## config.mk

```make
export PLATFORM = sky130hd
export DESIGN_NAME = hazard_sequencer
export DESIGN_NICKNAME = d
export VERILOG_FILES = /design/src/rtl/hazard_sequencer.sv
export SDC_FILE = /design/constraint.sdc
export NUM_CORES = 1
export LEC_CHECK = 0
export CAP_MARGIN = 20
export CORE_MARGIN = 2
export CORE_UTILIZATION = 41
export DETAILED_ROUTE_END_ITERATION = 8
export MAX_ROUTING_LAYER = met4
export PLACE_DENSITY = 0.86
export SLEW_MARGIN = 20
export SYNTH_ARGS = -nofsm -noshare
export SYNTH_HDL_FRONTEND = slang
export SYNTH_SLANG_ARGS = --single-unit
```

## constraint.sdc

```tcl
create_clock -name clk -period 2.2 [get_ports clk]
set_input_delay 0.44 -clock clk [delete_from_list [all_inputs] [get_ports clk]]
set_output_delay 0.44 -clock clk [all_outputs]
set_load 0.01 [all_outputs]
```

## src/rtl/hazard_sequencer.sv

```systemverilog
`default_nettype none
// ============================================================================
// Module   : hazard_sequencer
// Brief    : Pipeline-control FSM for the 5-stage RV32I core: load-use
//            interlock, taken-branch squash, dmem wait and memory watchdog.
// Revision : 1.0
// ============================================================================
module hazard_sequencer #(
  parameter int LOAD_STALL_CYCLES = 1,
  parameter int MEM_TIMEOUT       = 255
) (
  input  logic        clk,
  input  logic        rst_n,
  input  logic [31:0] if_id_ir,
  input  logic [31:0] id_ex_ir,
  input  logic        ex_branch_taken,
  input  logic        dmem_req,
  input  logic        dmem_ready,
  output logic        pc_en,
  output logic        if_id_en,
  output logic        id_ex_en,
  output logic        ex_mem_en,
  output logic        mem_wb_en,
  output logic        if_id_flush,
  output logic        id_ex_flush,
  output logic [31:0] stall_cycles,
  output logic [15:0] flush_count,
  output logic        mem_timeout
);

  typedef enum logic [1:0] {
    RUN        = 2'd0,
    LOAD_STALL = 2'd1,
    MEM_WAIT   = 2'd2,
    ERROR      = 2'd3
  } state_t;

  localparam logic [6:0] c_op_load   = 7'b0000011;
  localparam logic [6:0] c_op_lui    = 7'b0110111;
  localparam logic [6:0] c_op_auipc  = 7'b0010111;
  localparam logic [6:0] c_op_jal    = 7'b1101111;
  localparam logic [6:0] c_op_reg    = 7'b0110011;
  localparam logic [6:0] c_op_store  = 7'b0100011;
  localparam logic [6:0] c_op_branch = 7'b1100011;
  localparam logic [1:0] c_bubble_init = 2'(LOAD_STALL_CYCLES - 1);
  localparam logic [8:0] c_timeout     = 9'(MEM_TIMEOUT);

  state_t      r_state, w_state_nxt;
  state_t      r_return_state, w_return_nxt;
  logic [1:0]  r_bubble_cnt, w_bubble_nxt;
  logic [7:0]  r_wait_cnt, w_wait_nxt;
  logic [31:0] r_stall_cycles;
  logic [15:0] r_flush_count;
  logic        r_mem_timeout;
  logic        w_flush_inc;

  // Load-use detection
  logic [6:0] w_ex_op, w_id_op;
  logic [4:0] w_ex_rd, w_id_rs1, w_id_rs2;
  logic       w_uses_rs1, w_uses_rs2, w_hz, w_mw;
  logic       w_unused_ex;

  assign w_ex_op     = id_ex_ir[6:0];
  assign w_ex_rd     = id_ex_ir[11:7];
  assign w_id_op     = if_id_ir[6:0];
  assign w_id_rs1    = if_id_ir[19:15];
  assign w_id_rs2    = if_id_ir[24:20];
  assign w_unused_ex = ^id_ex_ir[31:12];

  assign w_uses_rs1 = !((w_id_op == c_op_lui) || (w_id_op == c_op_auipc) ||
                        (w_id_op == c_op_jal));
  assign w_uses_rs2 = (w_id_op == c_op_reg) || (w_id_op == c_op_store) ||
                      (w_id_op == c_op_branch);

  assign w_hz = (w_ex_op == c_op_load) && (w_ex_rd != 5'd0) && (if_id_ir != 32'h0) &&
                ((w_uses_rs1 && (w_id_rs1 == w_ex_rd)) ||
                 (w_uses_rs2 && (w_id_rs2 == w_ex_rd)));

  assign w_mw = dmem_req && !dmem_ready;

  // Consecutive mw cycles including the current one: entry cycle + MEM_WAIT cycles so far + this one
  logic [8:0] w_mw_total;
  assign w_mw_total = {1'b0, r_wait_cnt} + 9'd2;

  always_comb begin
    w_state_nxt  = r_state;
    w_return_nxt = r_return_state;
    w_bubble_nxt = r_bubble_cnt;
    w_wait_nxt   = r_wait_cnt;
    w_flush_inc  = 1'b0;
    pc_en        = 1'b1;
    if_id_en     = 1'b1;
    id_ex_en     = 1'b1;
    ex_mem_en    = 1'b1;
    mem_wb_en    = 1'b1;
    if_id_flush  = 1'b0;
    id_ex_flush  = 1'b0;

    case (r_state)
      RUN: begin
        if (w_mw) begin
          {pc_en, if_id_en, id_ex_en, ex_mem_en, mem_wb_en} = 5'b00000;
          w_state_nxt  = MEM_WAIT;
          w_return_nxt = RUN;
          w_wait_nxt   = 8'd0;
        end else if (ex_branch_taken) begin
          if_id_flush = 1'b1;
          id_ex_flush = 1'b1;
          w_flush_inc = 1'b1;
        end else if (w_hz) begin
          pc_en       = 1'b0;
          if_id_en    = 1'b0;
          id_ex_flush = 1'b1;
          if (LOAD_STALL_CYCLES > 1) begin
            w_bubble_nxt = c_bubble_init;
            w_state_nxt  = LOAD_STALL;
          end
        end
      end
      LOAD_STALL: begin
        if (w_mw) begin
          {pc_en, if_id_en, id_ex_en, ex_mem_en, mem_wb_en} = 5'b00000;
          w_state_nxt  = MEM_WAIT;
          w_return_nxt = LOAD_STALL;
          w_wait_nxt   = 8'd0;
        end else begin
          pc_en       = 1'b0;
          if_id_en    = 1'b0;
          id_ex_flush = 1'b1;
          if (r_bubble_cnt <= 2'd1) w_state_nxt = RUN;
          else                      w_bubble_nxt = r_bubble_cnt - 2'd1;
        end
      end
      MEM_WAIT: begin
        if (w_mw) begin
          {pc_en, if_id_en, id_ex_en, ex_mem_en, mem_wb_en} = 5'b00000;
          if (w_mw_total >= c_timeout) w_state_nxt = ERROR;
          else                         w_wait_nxt  = r_wait_cnt + 8'd1;
        end else begin
          w_state_nxt = r_return_state;
        end
      end
      ERROR: begin
        {pc_en, if_id_en, id_ex_en, ex_mem_en, mem_wb_en} = 5'b00000;
      end
      default: w_state_nxt = RUN;
    endcase

    if (!rst_n) begin
      {pc_en, if_id_en, id_ex_en, ex_mem_en, mem_wb_en} = 5'b00000;
      if_id_flush = 1'b1;
      id_ex_flush = 1'b1;
    end
  end

  always_ff @(posedge clk) begin
    if (!rst_n) begin
      r_state        <= RUN;
      r_return_state <= RUN;
      r_bubble_cnt   <= 2'd0;
      r_wait_cnt     <= 8'd0;
      r_stall_cycles <= 32'd0;
      r_flush_count  <= 16'd0;
      r_mem_timeout  <= 1'b0;
    end else begin
      r_state        <= w_state_nxt;
      r_return_state <= w_return_nxt;
      r_bubble_cnt   <= w_bubble_nxt;
      r_wait_cnt     <= w_wait_nxt;
      if (!pc_en && (r_state != ERROR)) r_stall_cycles <= r_stall_cycles + 32'd1;
      if (w_flush_inc)                  r_flush_count  <= r_flush_count + 16'd1;
      if (w_state_nxt == ERROR)         r_mem_timeout  <= 1'b1;
    end
  end

  assign stall_cycles = r_stall_cycles;
  assign flush_count  = r_flush_count;
  assign mem_timeout  = r_mem_timeout;

endmodule
`default_nettype wire

```

==> flow_summary.toml, run 1 <==
[outcome]
status = "finished with violations"
violations = "setup timing"

[logic_synthesis]
synth_nets = 492
synthesis.area_sq_um = 3410
synth_seq_cells = 62
synthSimpleGateAreaFrac = 0.317
synthMuxAreaShare = 0.0118
synth-adder-area-share = 0.0294
synth-edff-count = 0
synth_xor_xnor_area_share = 0.0951
seq_area_frac_synth = 0.364
synthesis.instances = 415
synthDistinctLibCells = 49
ys_warn_count = 0
synth_top_family_by_area = "simple AND/OR/NAND/NOR gates"
synth-compound-area-share = 0.142
synth_area_per_cell_sq_um = 8.21
async_flop_share = 0
ys.flop_type = "dfxtp_1"

[layout]
nets = 646
layout.filler_cells = 627
diodes = 0
drive_gt1_frac = 0.328
area_growth_pct = 58.9
final_cell_count_no_fill = 679

[drt]
drcViolationCount = 0
dr.pass1.iters = 4
vias = 3834
vias_per_cell = 5.65
ant_nets = 0
routed_wl_um = 11200
drtIter0Drc = 118
routedWlPerCell_um = 16.5

[timing]
period_minus_slack_ns = 2.30
setup_tns_ns = -0.479
rsz0062_at_grt = "yes"
maxSlewHeadroom = 0.679
timing.final.crit_share = 1.04
maxSlewViolCount = 0
worst_slew_pin_slew_ns = 0.478
setup_ws_ns = -0.0963
hold_viol = 0
fmax_ghz = 0.435
finalSetupViolations = 10
finalClockSkew_ns = 0.0108

[power_and_ir_drop]
intPower_mw = 1.76
p_leak_nw = 2.06
seq_power_share = 0.470
peakVddDrop_mv = 0.364
combPwrFrac = 0.159
netSwitchingPower_uw = 675
netSwitchingFraction = 0.277
cellPowerDensity_nw_per_um2 = 450
pwr-share-clk = 0.370

[place]
dpl.cell_count = 652
dp_hpwl_um = 7570
io_buffers = 104
gp_congestion = 0.896

[floorplanning]
core-area_sq_um = 8130
ioPinCount = 125
die_h_um = 95.2
start_util = 0.419
die_x_um = 95.2
die_area_sq_um = 9060
rows = 33

[clock_network]
clockBufferDepth = 2
ctsHoldBuffers = 0
clock_latency_ns = 0.35
clock_sinks = 62
clk_pin_slew_ns = 0.07
cts_buffers = 9
htreeDepth = 3
root_buffer = "clkbuf_8"
cts_tree = "yes"

[global_routing]
gr-total-overflow = 0
grtUsageTotal = 0.242
grt_pass1_vias = 3755
antenna_found_initial = 0
grt_pass1_wl_um = 16900
grt_max_degree = 35

[worst_setup_path]
crit_arrival_ns = 1.86
crit_path_end_kind = "output pin"
critical_path_required_ns = 1.76
path_class = "in2out"
regToRegStartpoint = "stall_cycles[9]"
crit_fanout = 3
startpoint_type = "input pin"
cp-startpoint = "id_ex_ir[10]"

[hold_path]
holdCritStartpoint = "r_bubble_cnt[1]"
hold_class = "reg2reg"

[job]
maxCapViolCount = 0
cell type report:
class | count | area [sq um] | share of cell area
Multi-Input combinational cell | 324 | 2400 | 0.443
Clock inverter | 6 | 37.5 | 0.00693
Timing Repair Buffer | 165 | 1430 | 0.265
Sequential cell | 62 | 1250 | 0.230
Clock buffer | 10 | 138 | 0.0254
Inverter | 7 | 26.3 | 0.00485
Tap cell | 105 | 131 | 0.0243
flip-flops by register name, indices dropped and copies added, names as in the netlist:
register and flops:
stall_cycles 32, r_bubble_cnt 2, mem_timeout 1, flush_count 16, r_wait_cnt 8, r_return_state 1, r_state 2
worst max-delay path: stages:
cell and delay, ns:
buf_8 0.11, xnor2_2 0.17, nand3_1 0.12, nor4_2 0.35, o211a_1 0.25, nor3_2 0.05, o31ai_1 0.19, buf_2 0.18
layer usage:
metal / up-vias / wire [um] / GRT usage
met2: 138 / 5900 / 0.445
met4: 0 / 196 / 0.0857
met1: 1859 / 4350 / 0.256
met3: 23 / 765 / 0.0482
li1: 1814 / - / -
met5: - / 0 / -
through the flow:
step	instance area, sq um	setup WS (ns)	hold WS (ns)	util	total power [mW]
2_1_floorplan	3420	0.0641	0.435	-	1.30
3_3_place_gp	4870	-0.860	0.443	0.598	1.50
3_5_place_dp	4870	-0.950	0.455	0.598	1.51
4_1_cts	5170	-0.151	0.466	0.636	2.41
5_1_grt	5410	-0.199	0.504	0.666	2.52
6_report	5410	-0.0963	0.463	0.666	2.43
cell families after synthesis:
kind of cell               after synthesis
and+or+nand+nor                        201
AOI/OAI and AO/OA                       74
DFF                                     62
xor gates and xnor gates                37
buffers and inverters                   29
adders and majority gates                8
muxes                                    4
power groups by stage:
stage                     registers [mW]  logic [mW]  clock network [mW]
after global routing                1.15       0.415               0.955
after CTS                           1.15       0.348               0.914
after detailed placement            1.17       0.338                   0
after floorplan                     1.17       0.129                   0
after global placement              1.17       0.328                   0
final                               1.14       0.388               0.902
path summary, 6_finish.rpt:
kind | depth (start not counted) | slack, ns | endpoint
hold / removal | 2 | 0.46 | r_bubble_cnt[1]
setup / recovery | 8 | -0.1 | id_ex_flush
setup reg to reg | 6 | 0.01 | stall_cycles[29]
hold reg to reg | 2 | 0.46 | r_bubble_cnt[1]
cells in the final DEF, fill, tap and decap left out, types with 8 or more instances in the layout:
master / count
dfxtp_1: 60
buf_4: 56
clkdlybuf4s50_1: 52
nor2_1: 40
nand2_1: 38
xor2_1: 23
nand3_1: 23
nand4_1: 17
buf_2: 17
clkbuf_2: 15
a21oi_1: 13
buf_6: 11
o31ai_1: 10
o21ai_1: 10
clkbuf_8: 10
a21oi_2: 9
nor4_2: 8
ha_1: 8
synth_stat cells (2+ instances only):
cell / instances / area [sq um]
dfxtp_1: 62 / 1240
nor2_1: 40 / 150
nand2_1: 38 / 143
nand3_1: 25 / 125
xor2_1: 25 / 219
a21oi_1: 22 / 110
nand4_1: 17 / 106
clkbuf_1: 15 / 56.3
nor4_1: 12 / 75.1
o31ai_1: 12 / 90.1
or4_1: 12 / 90.1
xnor2_1: 12 / 105
or3_1: 10 / 62.6
o21ai_0: 9 / 45.0
o21ai_1: 9 / 45.0
and3_1: 8 / 50.1
ha_1: 8 / 100
nor3_1: 8 / 40.0
and4_1: 7 / 61.3
nand2b_1: 7 / 43.8
inv_1: 6 / 22.5
nor2b_1: 6 / 37.5
o211ai_1: 5 / 37.5
a211oi_1: 4 / 30.0
mux2i_1: 4 / 40.0
and2_1: 3 / 18.8
buf_4: 3 / 22.5
buf_2: 2 / 10.0
buf_6: 2 / 22.5
o311ai_1: 2 / 17.5
o41ai_1: 2 / 17.5
timing repair:
item	CTS	global route
cloned	2	0
setup endpoints to repair	39	58
resized for setup	167	107
pin swaps	61	44
setup buffers	5	7
Note: power is estimated with default switching activity, not from simulation.
==> run 2, diff against run 1 <==
--- a/config.mk
+++ b/config.mk
@@ -5,6 +5,7 @@
 export SDC_FILE = /design/constraint.sdc
 export NUM_CORES = 1
 export LEC_CHECK = 0
+export ABC_CLOCK_PERIOD_IN_PS = 2200
 export CAP_MARGIN = 20
 export CORE_MARGIN = 2
 export CORE_UTILIZATION = 41
==> results of run 2 <==
Final layout, timing and power as in run 1 (identical DEF).
==> run 3, diff against run 2 <==
--- a/config.mk
+++ b/config.mk
@@ -5,7 +5,6 @@
 export SDC_FILE = /design/constraint.sdc
 export NUM_CORES = 1
 export LEC_CHECK = 0
-export ABC_CLOCK_PERIOD_IN_PS = 2200
 export CAP_MARGIN = 20
 export CORE_MARGIN = 2
 export CORE_UTILIZATION = 41
==> results of run 3 <==
Final layout, timing and power as in run 1 (identical DEF).
